===== src/rtl/pc_fetch_ctrl.sv =====
// PC owner and instruction-fetch sequencer: issues req/ack fetches to the IROM, holds one
// instruction for execute, applies next-PC on retire and drops in-flight fetches on flush.
module pc_fetch_ctrl #(
    parameter logic [31:0] RESET_PC = 32'h1C00_0000
) (
    input  logic        cpu_clk_i,
    input  logic        cpu_rst_i,
    input  logic        halt_i,
    output logic        irom_req_o,
    output logic [31:0] irom_addr_o,
    input  logic        irom_ack_i,
    input  logic [31:0] irom_rdata_i,
    output logic        inst_valid_o,
    output logic [31:0] inst_o,
    output logic [31:0] inst_pc_o,
    input  logic        inst_ready_i,
    input  logic        npc_taken_i,
    input  logic [31:0] npc_target_i,
    input  logic        flush_i,
    input  logic [31:0] flush_pc_i,
    output logic [31:0] retire_cnt_o,
    output logic        adef_err_o
);

    typedef enum logic [1:0] {StIdle, StFetch, StDrop, StHold} state_e;

    state_e      state_q, state_d;
    logic [31:0] fetch_pc_q, fetch_pc_d;
    logic [31:0] saved_pc_q, saved_pc_d;
    logic [31:0] inst_q, inst_d;
    logic [31:0] inst_pc_q, inst_pc_d;
    logic [31:0] cnt_q, cnt_d;
    logic        adef_q, adef_d;
    logic        req_q, req_d;
    logic        valid_q, valid_d;
    logic [31:0] addr_q, addr_d;
    logic [31:0] flush_al, target_al;

    assign flush_al  = {flush_pc_i[31:2], 2'b00};
    assign target_al = {npc_target_i[31:2], 2'b00};

    always_comb begin
        state_d    = state_q;
        fetch_pc_d = fetch_pc_q;
        saved_pc_d = saved_pc_q;
        inst_d     = inst_q;
        inst_pc_d  = inst_pc_q;
        cnt_d      = cnt_q;
        adef_d     = adef_q;
        // Every accepted flush loads its target somewhere, so alignment is checked up front.
        if (flush_i && (flush_pc_i[1:0] != 2'b00)) adef_d = 1'b1;
        unique case (state_q)
            StIdle: begin
                if (flush_i) fetch_pc_d = flush_al;
                if (!halt_i) state_d = StFetch;
            end
            StFetch: begin
                if (irom_ack_i) begin
                    if (flush_i) begin
                        fetch_pc_d = flush_al;
                    end else begin
                        inst_d    = irom_rdata_i;
                        inst_pc_d = fetch_pc_q;
                        state_d   = StHold;
                    end
                end else if (flush_i) begin
                    // Address must stay put until the IROM acks, so park the target.
                    saved_pc_d = flush_al;
                    state_d    = StDrop;
                end
            end
            StDrop: begin
                if (flush_i) saved_pc_d = flush_al;
                if (irom_ack_i) begin
                    fetch_pc_d = flush_i ? flush_al : saved_pc_q;
                    state_d    = StFetch;
                end
            end
            StHold: begin
                if (flush_i) begin
                    fetch_pc_d = flush_al;
                    state_d    = StFetch;
                end else if (inst_ready_i) begin
                    cnt_d = cnt_q + 32'd1;
                    if (npc_taken_i) begin
                        fetch_pc_d = target_al;
                        if (npc_target_i[1:0] != 2'b00) adef_d = 1'b1;
                    end else begin
                        fetch_pc_d = inst_pc_q + 32'd4;
                    end
                    state_d = halt_i ? StIdle : StFetch;
                end
            end
            default: state_d = StIdle;
        endcase
        req_d   = (state_d == StFetch) || (state_d == StDrop);
        valid_d = (state_d == StHold);
        addr_d  = req_d ? fetch_pc_d : 32'd0;
    end

    always_ff @(posedge cpu_clk_i or posedge cpu_rst_i) begin
        if (cpu_rst_i) begin
            state_q    <= StIdle;
            fetch_pc_q <= RESET_PC;
            saved_pc_q <= 32'd0;
            inst_q     <= 32'd0;
            inst_pc_q  <= 32'd0;
            cnt_q      <= 32'd0;
            adef_q     <= 1'b0;
            req_q      <= 1'b0;
            valid_q    <= 1'b0;
            addr_q     <= 32'd0;
        end else begin
            state_q    <= state_d;
            fetch_pc_q <= fetch_pc_d;
            saved_pc_q <= saved_pc_d;
            inst_q     <= inst_d;
            inst_pc_q  <= inst_pc_d;
            cnt_q      <= cnt_d;
            adef_q     <= adef_d;
            req_q      <= req_d;
            valid_q    <= valid_d;
            addr_q     <= addr_d;
        end
    end

    assign irom_req_o   = req_q;
    assign irom_addr_o  = addr_q;
    assign inst_valid_o = valid_q;
    assign inst_o       = inst_q;
    assign inst_pc_o    = inst_pc_q;
    assign retire_cnt_o = cnt_q;
    assign adef_err_o   = adef_q;

endmodule


===== config.mk =====
export PLATFORM = sky130hd
export DESIGN_NAME = pc_fetch_ctrl
export DESIGN_NICKNAME = d
export VERILOG_FILES = /design/src/rtl/pc_fetch_ctrl.sv
export SDC_FILE = /design/constraint.sdc
export NUM_CORES = 1
export LEC_CHECK = 0
export ABC_CLOCK_PERIOD_IN_PS = 16040
export CORE_MARGIN = 2
export CORE_UTILIZATION = 49
export DETAILED_ROUTE_END_ITERATION = 6
export PLACE_DENSITY = 0.78
export SLEW_MARGIN = 25
export SYNTH_ARGS = -nofsm -noshare
export SYNTH_HDL_FRONTEND = slang
export SYNTH_SLANG_ARGS = --single-unit

===== constraint.sdc =====
create_clock -name cpu_clk_i -period 16.04 [get_ports cpu_clk_i]
set_input_delay 2.406 -clock cpu_clk_i [delete_from_list [all_inputs] [get_ports cpu_clk_i]]
set_output_delay 2.406 -clock cpu_clk_i [all_outputs]
set_load 0.05 [all_outputs]

==> flow_metrics.env <==
export IMPL_hp_start="retire_cnt_o[31]$_DFFE_PP0P_"
export IMPL_period_needed_ns=6.09
export IMPL_grt_max_degree=129
export IMPL_cts_buffer_depth=2
export IMPL_drtPass1Iterations=6
export IMPL_max_stage_delay_ns=0.69
export IMPL_clock_latency_ns=0.45
export IMPL_yosysTopAreaCellShare_pct=45.0
export IMPL_hold_class="flip-flop to flip-flop"
export IMPL_placed_area_sq_um=13300
export IMPL_ys_flop_type="dfrtp_1"
export IMPL_cp_start_kind="input pin"
export IMPL_ir_drop_mv=0.103
export IMPL_fmax_mhz=164
export IMPL_path_cells="clkdlybuf4s50_1 -> buf_4 -> clkinv_1 -> a21oi_1 -> nand2_1 -> a32o_1 -> ha_1 -> inv_1 -> buf_4 -> or2_2 -> o22ai_1"
export IMPL_drv_slew=0
export IMPL_nNetsFinal=1386
export IMPL_io_buffers=233
export IMPL_h_tree_depth=4
export IMPL_syn_cell_area_sq_um=10800
export IMPL_num_antenna_cells=0
export IMPL_critPathRequiredTime_ns=16.40
export IMPL_synthTopCellsByArea="dfrtp_1 (45%), mux2_2 (10%), a21oi_1 (3.0%)"
export IMPL_fin_tns_setup_ns=0
export IMPL_final_cell_mix="clkdlybuf4s50_1 (231), dfrtp_1 (194), mux2_2 (99), nand2_1 (85), a21oi_1 (65)"
export IMPL_routabilityCongestion=0.887
export IMPL_fp_dieH_microns=152
export IMPL_clock_sinks=197
export IMPL_crit_type="input pin to flip-flop"
export IMPL_fin_crit_sh_pct=38.0
export IMPL_synth_edff_count=0
export IMPL_die_width_microns=152
export IMPL_async_flop_share_pct=100
export IMPL_p_leak_nw=5.63
export IMPL_critPathArrivalTime_ns=6.45
export IMPL_wl_microns=34200
export IMPL_drive_gt1_share_pct=13.0
export IMPL_worst_path_buf_inv=5
export IMPL_skew_ns=0.0193
export IMPL_viasPerCell=6.40
export IMPL_synth_fp_nets=1198
export IMPL_area_growth_pct=29.3
export IMPL_hold_viol=0
export IMPL_cts_root_buf="clkbuf_16"
export IMPL_drcViolationCount=0
export IMPL_path_delay_family="buffers and inverters"
export IMPL_cpMaxStageDelayCell="clkinv_1"
export IMPL_power_per_cell_area_nw_per_um2=203
export IMPL_vias=10075
export IMPL_seq_area_sq_um=4930
export IMPL_die_area_sq_um=23200
export IMPL_slew_headroom_pct=36.4
export IMPL_finalPower_mw=2.84
export IMPL_cp_max_fo=31
export IMPL_finalInstanceArea_sq_um=13900
export IMPL_cts_buffers=17
export IMPL_final_common_cell="clkdlybuf4s50_1"
export IMPL_core_sq_um=21700
export IMPL_ctsResizeCount=0
export IMPL_rsz0062_at_grt="false"
export IMPL_path_clk_slew_ns=0.08
export IMPL_grt_pass1_wl_microns=54200
export IMPL_ys_seq_elements=197
export IMPL_drtIter0Drc=1330
export IMPL_holdBufCountCts=0
export IMPL_postSynthAreaPerCell_sq_um=9.87
export IMPL_antenna_found_initial=0
export IMPL_multi_input_area_sq_um=5470
export IMPL_wl_per_cell_microns=21.8
export IMPL_startpoint="inst_ready_i"
export IMPL_post_cts_setup_buffer_count=0
export IMPL_dp_hpwl_microns=23300
export IMPL_synth_yosys_seq_area_share_pct=45.8
export IMPL_cts_tree="done"
export IMPL_setup_worst_path_end_class="flip-flop"
export IMPL_start_util_pct=49.7
export IMPL_boundaryPins=234
export IMPL_track_usage_pct=29.2
export IMPL_yosys_warnings=0
export IMPL_reg2reg_from="state_q[0]$_DFF_PP0_"
export IMPL_drv_cap=0
export IMPL_std_cell_rows=54
export IMPL_synthDistinctLibCells=78
export IMPL_yosysTopAreaCell="dfrtp_1"
export IMPL_status="finished, final reports clean"
export IMPL_nFillCells=1731
export IMPL_finalSetupViolations=0
export IMPL_gr_total_overflow=0
export IMPL_grt_pass1_vias=9863
export IMPL_worst_pin_slew_ns=0.952
export IMPL_crit_path_frequent_cell="buf_4"
export IMPL_ant_nets=0
export IMPL_syn_instance_count=1092
[final timing paths]
check / slack, ns / depth (start not counted) / endpoint
setup / recovery: 9.95 / 11 / irom_addr_o[24]$_DFF_PP0_
hold / removal: 0.48 / 1 / retire_cnt_o[31]$_DFFE_PP0P_
setup reg to reg: 11.81 / 9 / irom_addr_o[24]$_DFF_PP0_
hold reg to reg: 0.48 / 1 / retire_cnt_o[31]$_DFFE_PP0P_
max in group asynchronous: 12.27 / 4 / fetch_pc_q[15]$_DFF_PP0_
min in group asynchronous: 2.56 / 2 / inst_o[8]$_DFFE_PP0P_
[per-layer routing]
metal,track usage [%],vias to the layer above,share of wire (%)
met1,39.5,4903,40
met5,0,-,0
met2,45.8,618,46
met3,5.89,113,9.4
li1,-,4441,-
met4,13.0,0,4.2
[synthesized netlist by cell type (6+ instances only)]
master / count
dfrtp_1: 194
mux2_2: 99
nand2_1: 85
a21oi_1: 65
nor2_1: 65
clkbuf_1: 57
o21ai_0: 44
nand3_1: 31
xnor2_1: 25
inv_1: 24
a211oi_1: 21
and3_1: 20
mux2i_1: 20
nor3_1: 19
buf_1: 18
nand4_1: 18
a31oi_1: 17
o22ai_1: 17
nand2b_1: 16
and2_1: 15
nor2b_1: 15
nor4_1: 14
xor2_1: 14
o211ai_1: 13
a221oi_1: 10
or4_1: 8
a221o_1: 7
or3_1: 7
a211o_1: 6
a311oi_1: 6
o311ai_0: 6
o31a_1: 6
o31ai_1: 6
[where the power goes]
group | switching [mW] | internal (mW)
registers | 0.193 | 0.699
logic | 0.934 | 0.547
clock network | 0.219 | 0.245
total | 1.35 | 1.49
[sequential cells by signal, summed over array words and instances (netlist names)]
register,flops
fetch_pc_q,32
inst_o,32
inst_pc_o,32
irom_addr_o,32
retire_cnt_o,32
saved_pc_q,32
state_q,2
adef_err_o,1
inst_valid_o,1
irom_req_o,1
[worst reg2reg max path, cell delays in order (launching register included)]
cell and delay (ns):
dfrtp_1 0.70, buf_4 0.48, nor2b_1 0.74, a221oi_1 0.17, a21o_1 0.22, ha_1 0.64
inv_1 0.44, buf_4 0.33, or2_2 0.30, o22ai_1 0.13
[metrics by stage]
| step | instances | hold slack, ns | worst slack (ns) | utilization, % |
|---|---|---|---|---|
| floorplan | 1092 | 0.453 | 8.27 | - |
| global placement | 1540 | 0.456 | 9.72 | 61.2 |
| detailed placement | 1540 | 0.470 | 9.67 | 61.2 |
| CTS | 1572 | 0.482 | 10.13 | 64.2 |
| global route | 1573 | 0.512 | 9.81 | 64.3 |
| finish | 1573 | 0.477 | 9.95 | 64.3 |
[kinds of logic after synthesis]
| group | after synthesis | synth area share [%] |
|---|---|---|
| fa+ha+maj | 3 | 0.348 |
| buf+inv | 102 | 3.57 |
| simple gates | 343 | 16.5 |
| xor+xnor | 39 | 3.17 |
| flops | 197 | 45.8 |
| mux | 119 | 12.2 |
| compound gates | 289 | 18.5 |
[layout make-up]
type	instances	share of cell area [%]
clock inverter	14	1.49
tap	280	2.51
timing repair buffer	246	17.5
inverter	25	0.727
clock buffer	18	3.15
multi-input combinational	793	39.2
sequential	197	35.4
No activity file was read; power rests on OpenSTA's default activity.
